[config.mk]
export PLATFORM = sky130hd
export DESIGN_NAME = fetch_stage
export DESIGN_NICKNAME = d
export VERILOG_FILES = /design/src/rtl/fetch_stage.sv
export SDC_FILE = /design/constraint.sdc
export NUM_CORES = 1
export LEC_CHECK = 0
export CORE_UTILIZATION = 35
export DETAILED_ROUTE_END_ITERATION = 12
export SYNTH_ARGS = -nofsm -noshare
export SYNTH_HDL_FRONTEND = slang
export SYNTH_SLANG_ARGS = --single-unit
[constraint.sdc]
create_clock -name i_clk -period 6.25 [get_ports i_clk]
set_clock_uncertainty 0.15 [all_clocks]
set_input_delay 0.9375 -clock i_clk [delete_from_list [all_inputs] [get_ports i_clk]]
set_output_delay 0.9375 -clock i_clk [all_outputs]
set_load 0.02 [all_outputs]
[src/rtl/fetch_stage.sv]
// IF stage and IF/ID register: single-outstanding req/ack fetch with stall/flush handling.
// Optional FETCH_PERF_EN adds stall and bubble cycle counters.
module fetch_stage #(
    parameter logic [31:0] RESET_PC  = 32'h0000_0000,
    parameter logic [31:0] NOP_INSTR = 32'h0000_0013
) (
    input  logic        i_clk,
    input  logic        i_rst_n,
    input  logic        i_stall,
    input  logic        i_flush,
    input  logic [31:0] i_br_target,
    output logic        o_imem_req,
    output logic [31:0] o_imem_addr,
    input  logic        i_imem_ack,
    input  logic [31:0] i_imem_rdata,
    output logic [31:0] o_d_pc,
    output logic [31:0] o_d_instr,
    output logic        o_d_valid
`ifdef FETCH_PERF_EN
    ,
    output logic [31:0] o_stall_cnt,
    output logic [31:0] o_bubble_cnt
`endif
);

    typedef enum logic [1:0] {
        S_FETCH,
        S_BUF,
        S_DROP
    } state_e;

    state_e      state_q, state_d;
    logic [31:0] pc_q, pc_d;
    logic [31:0] drop_addr_q, drop_addr_d;
    logic [31:0] buf_pc_q, buf_pc_d;
    logic [31:0] buf_instr_q, buf_instr_d;
    logic [31:0] d_pc_q, d_pc_d;
    logic [31:0] d_instr_q, d_instr_d;
    logic        d_valid_q, d_valid_d;
    logic        load_bubble;

    // DROP keeps presenting the killed fetch's address while pc already holds the redirect.
    assign o_imem_req  = i_rst_n && (state_q == S_FETCH || state_q == S_DROP);
    assign o_imem_addr = (state_q == S_DROP) ? drop_addr_q : pc_q;
    assign o_d_pc      = d_pc_q;
    assign o_d_instr   = d_instr_q;
    assign o_d_valid   = d_valid_q;

    always_comb begin
        // NOTE: every signal driven here gets a default first so no path infers a latch.
        state_d     = state_q;
        pc_d        = pc_q;
        drop_addr_d = drop_addr_q;
        buf_pc_d    = buf_pc_q;
        buf_instr_d = buf_instr_q;
        d_pc_d      = d_pc_q;
        d_instr_d   = d_instr_q;
        d_valid_d   = d_valid_q;
        load_bubble = 1'b0;

        if (i_flush) begin
            load_bubble = 1'b1;
            pc_d        = i_br_target & ~32'h3;
            buf_pc_d    = '0;
            buf_instr_d = '0;
            if (i_imem_ack || state_q == S_BUF) begin
                state_d = S_FETCH;
            end else begin
                state_d = S_DROP;
                if (state_q == S_FETCH) begin
                    drop_addr_d = pc_q;
                end
            end
        end else begin
            unique case (state_q)
                S_FETCH: begin
                    if (i_imem_ack) begin
                        pc_d = pc_q + 32'd4;
                        if (i_stall) begin
                            buf_pc_d    = pc_q;
                            buf_instr_d = i_imem_rdata;
                            state_d     = S_BUF;
                        end else begin
                            d_pc_d    = pc_q;
                            d_instr_d = i_imem_rdata;
                            d_valid_d = 1'b1;
                        end
                    end else if (!i_stall) begin
                        load_bubble = 1'b1;
                    end
                end
                S_BUF: begin
                    if (!i_stall) begin
                        d_pc_d    = buf_pc_q;
                        d_instr_d = buf_instr_q;
                        d_valid_d = 1'b1;
                        state_d   = S_FETCH;
                    end
                end
                S_DROP: begin
                    if (!i_stall) begin
                        load_bubble = 1'b1;
                    end
                    if (i_imem_ack) begin
                        state_d = S_FETCH;
                    end
                end
                default: state_d = S_FETCH;
            endcase
        end

        if (load_bubble) begin
            d_valid_d = 1'b0;
            d_instr_d = NOP_INSTR;
        end
    end

    always_ff @(posedge i_clk or negedge i_rst_n) begin
        if (!i_rst_n) begin
            state_q     <= S_FETCH;
            pc_q        <= RESET_PC;
            drop_addr_q <= '0;
            buf_pc_q    <= '0;
            buf_instr_q <= '0;
            d_pc_q      <= '0;
            d_instr_q   <= NOP_INSTR;
            d_valid_q   <= 1'b0;
        end else begin
            // NOTE: non-blocking so every register samples pre-edge values regardless of order.
            state_q     <= state_d;
            pc_q        <= pc_d;
            drop_addr_q <= drop_addr_d;
            buf_pc_q    <= buf_pc_d;
            buf_instr_q <= buf_instr_d;
            d_pc_q      <= d_pc_d;
            d_instr_q   <= d_instr_d;
            d_valid_q   <= d_valid_d;
        end
    end

`ifdef FETCH_PERF_EN
    logic [31:0] stall_cnt_q, bubble_cnt_q;

    always_ff @(posedge i_clk or negedge i_rst_n) begin
        if (!i_rst_n) begin
            stall_cnt_q  <= '0;
            bubble_cnt_q <= '0;
        end else begin
            if (i_stall) begin
                stall_cnt_q <= stall_cnt_q + 32'd1;
            end
            if (load_bubble) begin
                bubble_cnt_q <= bubble_cnt_q + 32'd1;
            end
        end
    end

    assign o_stall_cnt  = stall_cnt_q;
    assign o_bubble_cnt = bubble_cnt_q;
`endif

endmodule

# Word level (Yosys, flattened, before mapping)
# Cells that the tools add are included.
# Widths: inputs -> output; s select.
dict set report word_totals {
  regBits 195
  inputBits 69
  output_inout_bits 98
  elab_cells 78
}
dict set report op_classes {
  addsub 1
  eq_ne 13
  mux 38
  bitwise 2
  reduce_logical 16
}
# cell count
set ops {}
lappend ops {{$mux 32} 20}
lappend ops {{$pmux 32 s2} 2}
lappend ops {{$add 32x3->32 const B} 1}
lappend ops {{$ne 3x3->1 const B} 7}
lappend ops {{$mux 2} 6}
lappend ops {{$reduce_and 5->1} 2}
lappend ops {{$reduce_and 3->1} 3}
lappend ops {{$reduce_bool 2->1} 4}
lappend ops {{$mux 1} 7}
lappend ops {{$ne 2x2->1 const B} 3}
lappend ops {{$pmux 2 s3} 1}
lappend ops {{$pmux 1 s2} 2}
lappend ops {{$reduce_and 4->1} 1}
lappend ops {{$reduce_bool 3->1} 1}
lappend ops {{$eq 2x1->1 const B} 1}
lappend ops {{$eq 2x2->1 const B} 1}
lappend ops {{$logic_not 2->1} 1}
lappend ops {{$logic_or 1x1->1} 2}
lappend ops {{$ne 2x1->1 const B} 1}
lappend ops {{$not 1->1} 2}
lappend ops {{$reduce_and 2->1} 1}
lappend ops {{$logic_and 1x1->1} 1}

# Longest topological paths before layout
# Gate-level depths: netlist of the first run.
dict set report logic_depth {
  word_depth 6
  depth_mapped 7
  mapped_depth_nobuf 5
}

# Least setup slack after synthesis of the first run
# OpenSTA, ideal clock, no wires.
dict set report synth_timing {
  path_type {register to output}
  start {reg state_q[0]}
  end {out o_imem_addr[28]}
  t_arrival_ns 1.522
  required_time_ns 5.162
  path_slack_ns 3.641
  stages_incl_launch_ff 6
  path_buffers 3
  path_cell_list {dfrtp_1 > buf_6 > nor2b_1 > clkbuf_1 > clkbuf_1 > mux2_2}
}
dict set report synth_between {
  elab_chain_cells 2
}
# item line_no
set synth_rtl {}
lappend synth_rtl {{start, declared} 32} ;# state_e state_q, state_d;
lappend synth_rtl {{start signal, assigned} 130} ;# state_q <= state_d;
lappend synth_rtl {{$eq 2x2->1} 44} ;# assign o_imem_addr = (state_q == S_DROP) ? drop_addr_q : pc_q;
lappend synth_rtl {{$mux 32} 44}
lappend synth_rtl {{end, declared} 13} ;# output logic [31:0] o_imem_addr,
# Every way passes these cells.

# Worst setup path in the final report of the first run
dict set report layout_timing {
  start {reg state_q[1]}
  end {out o_imem_addr[31]}
}
# Same word-level chain as after synthesis.

==> reports/qor.txt, run 1 <==
Fmax - 0.251 GHz
Number of global-route vias before repair - 6,303
Outcome - finished, final reports clean
Ant diodes - 0
Final Hold Vio Count - 0
Post-Place Cells - 1,220
Maximum number of pins on one net before global-route repair - 94
# rows - 57
First-pass GRT wire length - 36,400 µm
Crit-path max FO - 34
Post-synthesis sequential area ratio - 54.4%
Min Tclk post-route - 3.99 ns
Ys Warns - 0
Final weighted congestion in routability-driven placement - 0.792
Routed len/inst - 18.1 µm
Latest clock arrival within the worst-skew pair - 0.42 ns
CTS sink cnt - 189
CTS buffer count - 17
Initial Util - 35.8%
Clk buf depth - 2
DRT iter0 DRCs - 396
Routed length on met1 - 11,300 µm
Post-Route WL - 22,600 µm
Core Footprint - 24,300 µm²
CP required - 5.16 ns
Syn_area_per_cell - 11.0 µm²
Final setup viols - 0
Clk slew on worst S/H paths - 0.06 ns
Area Growth Syn to Fin - 28.0%
I/O pins - 167
# resized after CTS - 0
Tot Pwr - 3.27 mW
Critical path arrival - 2.90 ns
CTS Hold Bufs - 0
PD cells - 294 nW/µm²
Total die area - 25,500 µm²
TritonCTS clock tree - done
Metal3 WL - 978 µm
Number of vias per cell - 5.18
DR top layer - met4
Pre-antenna DRT Iters - 5
Nets - 985
Fin Hold WS - 0.317 ns
Met2 wire len - 10,200 µm
Post-synth top flop - dfrtp_1
Peak VDD IR - 0.000147 V
Global Route Usage Sum - 18.2%
Netlist cell types - 51
Cells on worst reg2reg path - 4
Worst Hold Class - flip-flop to flip-flop
Total gr overflow - 0
Final non-filler cell total - 1,252
Worst Setup Start Kind - flip-flop
Cell area after synthesis - 8700 µm²
Max-slew headroom - 26.6%
Critical path class - flip-flop to primary output
Max-slew violations - 0
Worst-margin pin slew - 1.10 ns
Input/output buffers - 162
Max cap viols - 0
Share of cells above drive strength 1 - 13.4%
#FFs+latches synth - 189
Setup bufs post-CTS - 0
Crit share post-route - 63.8%
Total leakage power - 4.62 nW
Async SR Flop Fraction - 100%
DR vias - 6,487
Initial antenna violation count - 0
Antenna viol nets, final - 0
Dpl hpwl - 14,200 µm
Die X - 160 µm
Post-synth EDFFs - 0
Post-Route Setup TNS - 0 ns
DRC - 0
Root Driver - clkbuf_16
Gate Count Post-Synth - 792
CTS H-Tree Depth - 4
Hold Path Cell Cnt - 2
Die Height - 160 µm
Worst setup EP type - primary output
Unrepaired setup endpoints after global routing - no
==> placed cells by master (no fill, tap or decap), types with 5 or more instances in the layout <==
cell type and count:
a22o_1 40, a31oi_1 12, and3_1 7, buf_4 10, clkbuf_16 17, clkdlybuf4s50_1 160, dfrtp_1 186, mux2_2 65
mux2i_1 57, nand2_1 119, nand3_1 19, nand4_1 22, nor2_1 25, nor2b_1 5, o21ai_0 79, o31ai_1 13
or4_1 14, xor2_1 6
==> state kept, by name, summed over array words and instances, names as in the netlist <==
| register | flops |
|---|---|
| o_d_pc | 31 |
| pc_q | 30 |
| o_d_instr | 32 |
| o_d_valid | 1 |
| buf_instr_q | 32 |
| state_q | 2 |
| buf_pc_q | 31 |
| drop_addr_q | 30 |
==> report_power, final <==
| group | switching, mW | internal [mW] | leakage (nW) |
|---|---|---|---|
| Clock | 0.473 | 0.666 | 0.291 |
| Sequential | 0.107 | 1.36 | 2.43 |
| Combinational | 0.336 | 0.327 | 1.90 |
==> Yosys cell counts, types with 3 or more instances <==
cell type / instances / area [µm²]
mux2_2: 65 / 732
and4_1: 4 / 35.0
dfstp_2: 3 / 78.8
a31oi_1: 12 / 75.1
o22a_1: 3 / 26.3
a22o_1: 40 / 350
or4_1: 14 / 105
nor2b_1: 6 / 37.5
nor2_1: 27 / 101
buf_4: 7 / 52.6
dfrtp_1: 186 / 4650
nand4_1: 22 / 138
and3_1: 7 / 43.8
buf_2: 18 / 90.1
nand2_1: 119 / 447
o31ai_1: 13 / 97.6
buf_1: 3 / 11.3
a21oi_1: 5 / 25.0
o21ai_0: 79 / 395
mux2i_1: 57 / 571
xnor2_1: 4 / 35.0
clkbuf_1: 39 / 146
nand3_1: 19 / 95.1
inv_1: 3 / 11.3
xor2_1: 6 / 52.6
==> final timing paths <==
path | slack, ns | from | to
setup / recovery | 2.26 | state_q[1]$_DFFE_PN0P_ | o_imem_addr[31]
hold reg to reg | 0.32 | buf_pc_q[11]$_DFFE_PN0P_ | buf_pc_q[11]$_DFFE_PN0P_
hold / removal | 0.32 | buf_pc_q[11]$_DFFE_PN0P_ | buf_pc_q[11]$_DFFE_PN0P_
max in group asynchronous | 4.29 | i_rst_n | o_d_pc[5]$_DFFE_PN0P_
setup reg to reg | 3.51 | state_q[0]$_DFFE_PN0P_ | o_d_instr[0]$_DFFE_PN1P_
min in group asynchronous | 0.39 | i_rst_n | o_d_instr[30]$_DFFE_PN0P_
==> final cells by class <==
cell class                      instances  area, µm²
Fill cell                            2294      13200
Clock buffer                           24        482
Multi-Input combinational cell        531       3670
Sequential cell                       189       4730
Timing Repair Buffer                  172       1700
Inverter                                4       15.0
Clock inverter                          8        131
Tap cell                              324        405
==> critical path: stages, from the launching register on <==
cell and delay [ns]:
dfrtp_1 0.51, nor2b_4 0.96, mux2_2 0.46, clkdlybuf4s50_1 0.55
==> per-stage QoR <==
stage               setup slack (ns)  utilization, %  cell area (µm²)
finish                          2.26            45.8            11100
global route                    2.08            45.8            11100
CTS                             2.22            45.8            11100
detailed placement              2.62            43.3            10500
global placement                2.63            43.3            10500
floorplan                       3.64               -             8700
==> logic make-up (layout without fill, tap and decap cells) <==
family	after synthesis	after routing	synth area share, %
muxes	122	122	15.0
other	1	2	0.0431
AOI/OAI and AO/OA	161	161	12.0
xor gates and xnor gates	10	10	1.01
DFF	189	189	54.4
and+or+nand+nor	235	235	13.5
buffers and inverters	73	208	3.88
adders and majority gates	1	1	0.144
==> layer usage <==
metal	track usage (%)	vias up
met5	0	-
met4	3.50	0
met3	3.56	9
met2	27.4	178
met1	27.1	3216
li1	-	3084
(Power assumes the default switching activity.)
==> inputs of run 2 (changes only) <==
- clock period: 6.25 -> 3.78 ns (I/O delays scaled with it)
==> reports/qor.txt, run 2 (synthesis results as in run 1) <==
PD cells - 484 nW/µm²
Max-slew headroom - 35.2%
Worst Setup Start Kind - flip-flop
DR vias - 6,484
FILL cells - 2,278
Crit-path slowest cell - clkdlybuf4s50_1
Global Route Usage Sum - 18.3%
Commonest non-fill, non-tap cells in the layout - dfrtp_1, clkdlybuf4s50_1, nand2_1
CTS sink cnt - 189
Pre-antenna DRT Iters - 4
Crit share post-route - 86.3%
R2r startpoint - state_q[0]$_DFFE_PN0P_
Number of vias per cell - 5.16
R2R Path End - buf_instr_q[29]$_DFFE_PN0P_
Max-slew violations - 0
Critical Path Stages - 4
Count of buffer and inverter cells on the critical path - 2
Unrepaired setup endpoints after global routing - no
Total leakage power - 4.66 nW
Hold Path Cell Cnt - 2
Fmax - 0.307 GHz
Core Footprint - 24,300 µm²
Initial antenna violation count - 0
Peak VDD IR - 0.000221 V
Critical path's largest stage delay - 0.56 ns
DRT iter0 DRCs - 399
Max cap viols - 0
I/O pins - 167
Area Growth Syn to Fin - 28.7%
Hold_sp - buf_pc_q[2]$_DFFE_PN0P_
Critical path class - flip-flop to primary output
CTS Hold Bufs - 1
Crit-path max FO - 27
Maximum number of pins on one net before global-route repair - 94
# resized after CTS - 0
Antenna viol nets, final - 0
Nets - 991
Die X - 160 µm
CTS buffer count - 17
Clk buf depth - 2
Input/output buffers - 162
Initial Util - 35.8%
Placed Area - 10,600 µm²
Total die area - 25,500 µm²
Setup bufs post-CTS - 0
Crit-path cells - nor2b_4, buf_12, mux2_2, clkdlybuf4s50_1
Ant diodes - 0
Worst Hold Class - flip-flop to flip-flop
Reg2reg setup slack - 1.28 ns
Setup ws final - 0.519 ns
First-pass GRT wire length - 36,800 µm
Post-Route WL - 22,500 µm
Routed len/inst - 17.9 µm
Final weighted congestion in routability-driven placement - 0.785
CTS H-Tree Depth - 4
Logic gate share of total power - 20.4%
TritonCTS clock tree - done
Number of global-route vias before repair - 6,477
Worst-margin pin slew - 0.972 ns
Latest clock arrival within the worst-skew pair - 0.43 ns
Total gr overflow - 0
CP required - 3.06 ns
Finished Core Util - 46.0%
DRC - 0
Cells on worst reg2reg path - 5
Hold path endpoint - buf_pc_q[2]$_DFFE_PN0P_
Final setup viols - 0
Root Driver - clkbuf_16
Commonest non-fill, non-tap cell in the layout - dfrtp_1
Clk pwr share - 34.8%
P_sw - 1.53 mW
Post-Route Setup TNS - 0 ns
Final Hold Vio Count - 0
Worst setup EP type - primary output
Switching part of the total - 28.3%
Critical path arrival - 2.54 ns
# rows - 57
Clk slew on worst S/H paths - 0.07 ns
Min Tclk post-route - 3.26 ns
Fin area - 11,200 µm²
Die Height - 160 µm
Tot Pwr - 5.42 mW
Reg power frac - 44.9%
Outcome - finished, final reports clean
Cell family with most CP delay - buffers and inverters
Share of cells above drive strength 1 - 14.0%
Dpl hpwl - 14,400 µm
Dpl ws - 0.659 ns
Cell Int Power - 3.89 mW
==> run 2: area by class of cell <==
cell class	count	area, µm²	area share [%]
clock buffers	20	457	4.08
inverters	4	15.0	0.134
flip-flops and latches	189	4730	42.3
well taps	324	405	3.62
repair buffers	178	1760	15.7
multi-input cells	531	3670	32.8
clock inverters	11	154	1.37
==> run 2: worst max-delay path by stage <==
stage / start / to / slack [ns]
after floorplan: state_q[0]$_DFFE_PN0P_ / o_imem_addr[28] / 1.54
after global placement: i_imem_ack / buf_pc_q[20]$_DFFE_PN0P_ / 0.65
after detailed placement: i_imem_ack / buf_pc_q[20]$_DFFE_PN0P_ / 0.66
after CTS: state_q[1]$_DFFE_PN0P_ / o_imem_addr[31] / 0.50
after global routing: state_q[1]$_DFFE_PN0P_ / o_imem_addr[31] / 0.40
final: state_q[1]$_DFFE_PN0P_ / o_imem_addr[31] / 0.52
==> run 2: tightest hold or removal path, stage by stage (launching register included) <==
cell and delay (ns):
dfrtp_1 0.34, nand2_1 0.05, nand2_1 0.05
==> run 2: metal layers <==
metal / up-vias / global-route usage [%] / wire length, µm
li1: 3099 / - / -
met3: 21 / 3.30 / 934
met1: 3210 / 27.3 / 11300
met5: - / 0 / 0
met2: 154 / 27.5 / 10000
met4: 0 / 3.89 / 229
==> run 2: metrics by stage <==
stage / hold slack, ns / std cells
after floorplan: 0.121 / 793
after global placement: 0.249 / 1225
after detailed placement: 0.250 / 1225
after CTS: 0.322 / 1257
after global routing: 0.344 / 1257
final: 0.318 / 1257
==> run 2: power by group through the flow <==
stage	clock, mW	sequential (mW)	combinational (mW)
finish	1.88	2.43	1.10
global route	2.01	2.47	1.20
CTS	1.93	2.43	1.12
detailed placement	0	2.47	1.11
global placement	0	2.46	1.11
floorplan	0	2.51	0.520
==> inputs of run 3 (changes only) <==
- CORE_ASPECT_RATIO: not set -> 0.5
- CORE_UTILIZATION: 35 -> 45
- PLACE_DENSITY: not set -> 0.71
==> reports/qor.txt, run 3 (synthesis results as in run 1) <==
CP required - 3.06 ns
R2r startpoint - pc_q[4]$_DFFE_PN0P_
Peak VDD IR - 0.000283 V
Crit-path max FO - 18
PD cells - 489 nW/µm²
Commonest non-fill, non-tap cells in the layout - dfrtp_1, clkdlybuf4s50_1, nand2_1
Root Driver - clkbuf_16
Cell Int Power - 3.87 mW
Total gr overflow - 0
Worst Hold Class - flip-flop to flip-flop
Maximum number of pins on one net before global-route repair - 157
Final weighted congestion in routability-driven placement - 0.791
Critical path class - flip-flop to primary output
Max-slew violations - 0
Nets - 991
Initial antenna violation count - 0
Max-slew headroom - 37.9%
Min Tclk post-route - 3.43 ns
Total die area - 19,900 µm²
Fin Hold WS - 0.319 ns
Worst setup EP type - primary output
Die X - 199 µm
Fmax - 0.291 GHz
Max cap viols - 0
Dpl hpwl - 14,100 µm
Latest clock arrival within the worst-skew pair - 0.43 ns
CTS buffer count - 17
Core Footprint - 18,700 µm²
Die Height - 100 µm
CTS sink cnt - 189
FILL cells - 1,565
Reg power frac - 44.7%
Register area - 4730 µm²
Routed len/inst - 18.2 µm
TritonCTS clock tree - done
Count of buffer and inverter cells on the critical path - 2
Total leakage power - 4.67 nW
I/O pins - 167
Crit share post-route - 90.8%
Switching part of the total - 29.0%
Critical path arrival - 2.71 ns
Clk buf depth - 2
First-pass GRT wire length - 35,600 µm
P_sw - 1.58 mW
Worst setup path start - state_q[1]$_DFFE_PN0P_
Crit-path cells - nor2b_4, buf_12, mux2_2, clkdlybuf4s50_1
# rows - 35
CTS H-Tree Depth - 4
Clk slew on worst S/H paths - 0.07 ns
Commonest non-fill, non-tap cell in the layout - dfrtp_1
Worst Setup Start Kind - flip-flop
Initial Util - 46.6%
Unrepaired setup endpoints after global routing - no
Cell family with most CP delay - buffers and inverters
Global Route Usage Sum - 23.0%
Number of vias per cell - 5.55
Dpl ws - 0.828 ns
Post-Route WL - 21,700 µm
Pre-antenna DRT Iters - 5
Share of cells above drive strength 1 - 14.2%
Clk pwr share - 35.0%
DR vias - 6,619
DRT iter0 DRCs - 319
DRC - 0
Input/output buffers - 162
Outcome - finished, final reports clean
Number of global-route vias before repair - 6,717
Setup ws final - 0.349 ns
Post-Route Setup TNS - 0 ns
Antenna viol nets, final - 0
Crit-path slowest cell - nor2b_4
Ant diodes - 0
Logic gate share of total power - 20.3%
Final setup viols - 0
Critical path's largest stage delay - 0.60 ns
Worst-margin pin slew - 0.932 ns
Area Growth Syn to Fin - 28.3%
Reg2reg setup slack - 1.40 ns
Multi-input combinational cell area - 3670 µm²
Final Hold Vio Count - 0
Hold_sp - buf_pc_q[2]$_DFFE_PN0P_
## run 3: changes by cell type in the layout (fill, tap and decap cells not counted)
cell,previous run,this run
buf_4,14,11
clkbuf_1,1,0
buf_12,1,4
clkinv_2,1,0
clkinv_4,1,2
inv_8,0,2
inv_6,4,6
clkbuf_8,3,1
## run 3: cell type report
class | instances | area share, %
tap | 259 | 2.90
multi-input combinational | 531 | 32.9
clock inverter | 15 | 1.77
timing repair buffer | 178 | 16.1
clock buffer | 17 | 3.81
sequential | 189 | 42.4
inverter | 4 | 0.135
## run 3: worst paths after layout
kind                                               end  depth (start not counted)
setup / recovery                       o_imem_addr[19]                          4
hold reg to reg                buf_pc_q[2]$_DFFE_PN0P_                          2
hold / removal                 buf_pc_q[2]$_DFFE_PN0P_                          2
setup reg to reg                  pc_q[31]$_DFFE_PN0P_                          4
min in group asynchronous  drop_addr_q[24]$_DFFE_PN0P_                          2
max in group asynchronous         pc_q[18]$_DFFE_PN0P_                          3
## run 3: metrics by stage
stage	total power, mW	cell area, µm²	util, %	instances
final	5.46	11200	59.8	1193
after global routing	5.70	11200	59.8	1193
after CTS	5.51	11200	59.8	1193
after detailed placement	3.59	10500	56.4	1160
after global placement	3.56	10500	56.4	1160
after floorplan	3.03	8700	-	793
## run 3: power groups by stage
stage | logic (mW) | registers (mW) | clock network [mW]
after floorplan | 0.520 | 2.51 | 0
after global placement | 1.10 | 2.46 | 0
after detailed placement | 1.12 | 2.48 | 0
after CTS | 1.12 | 2.44 | 1.95
after global routing | 1.20 | 2.47 | 2.03
final | 1.11 | 2.44 | 1.91
## run 3: repair_timing
action | CTS | global route
buffers inserted | 0 | 0
endpoints found under the hold margin | 33 | 0
hold buffers | 1 | 0
resized for setup | 0 | 0
## run 3: routing by layer
metal,up-vias,wire (µm),track usage [%]
met5,-,0,0
met4,0,108,5.33
met3,10,1130,4.03
met2,173,10100,37.1
met1,3342,10300,32.4
li1,3094,-,-
## run 3: tightest hold or removal path: cells and delay by family, from the launching register on
family	cells	cell delay (ns)
flip-flops	1	0.35
AND/OR/NAND/NOR	2	0.09
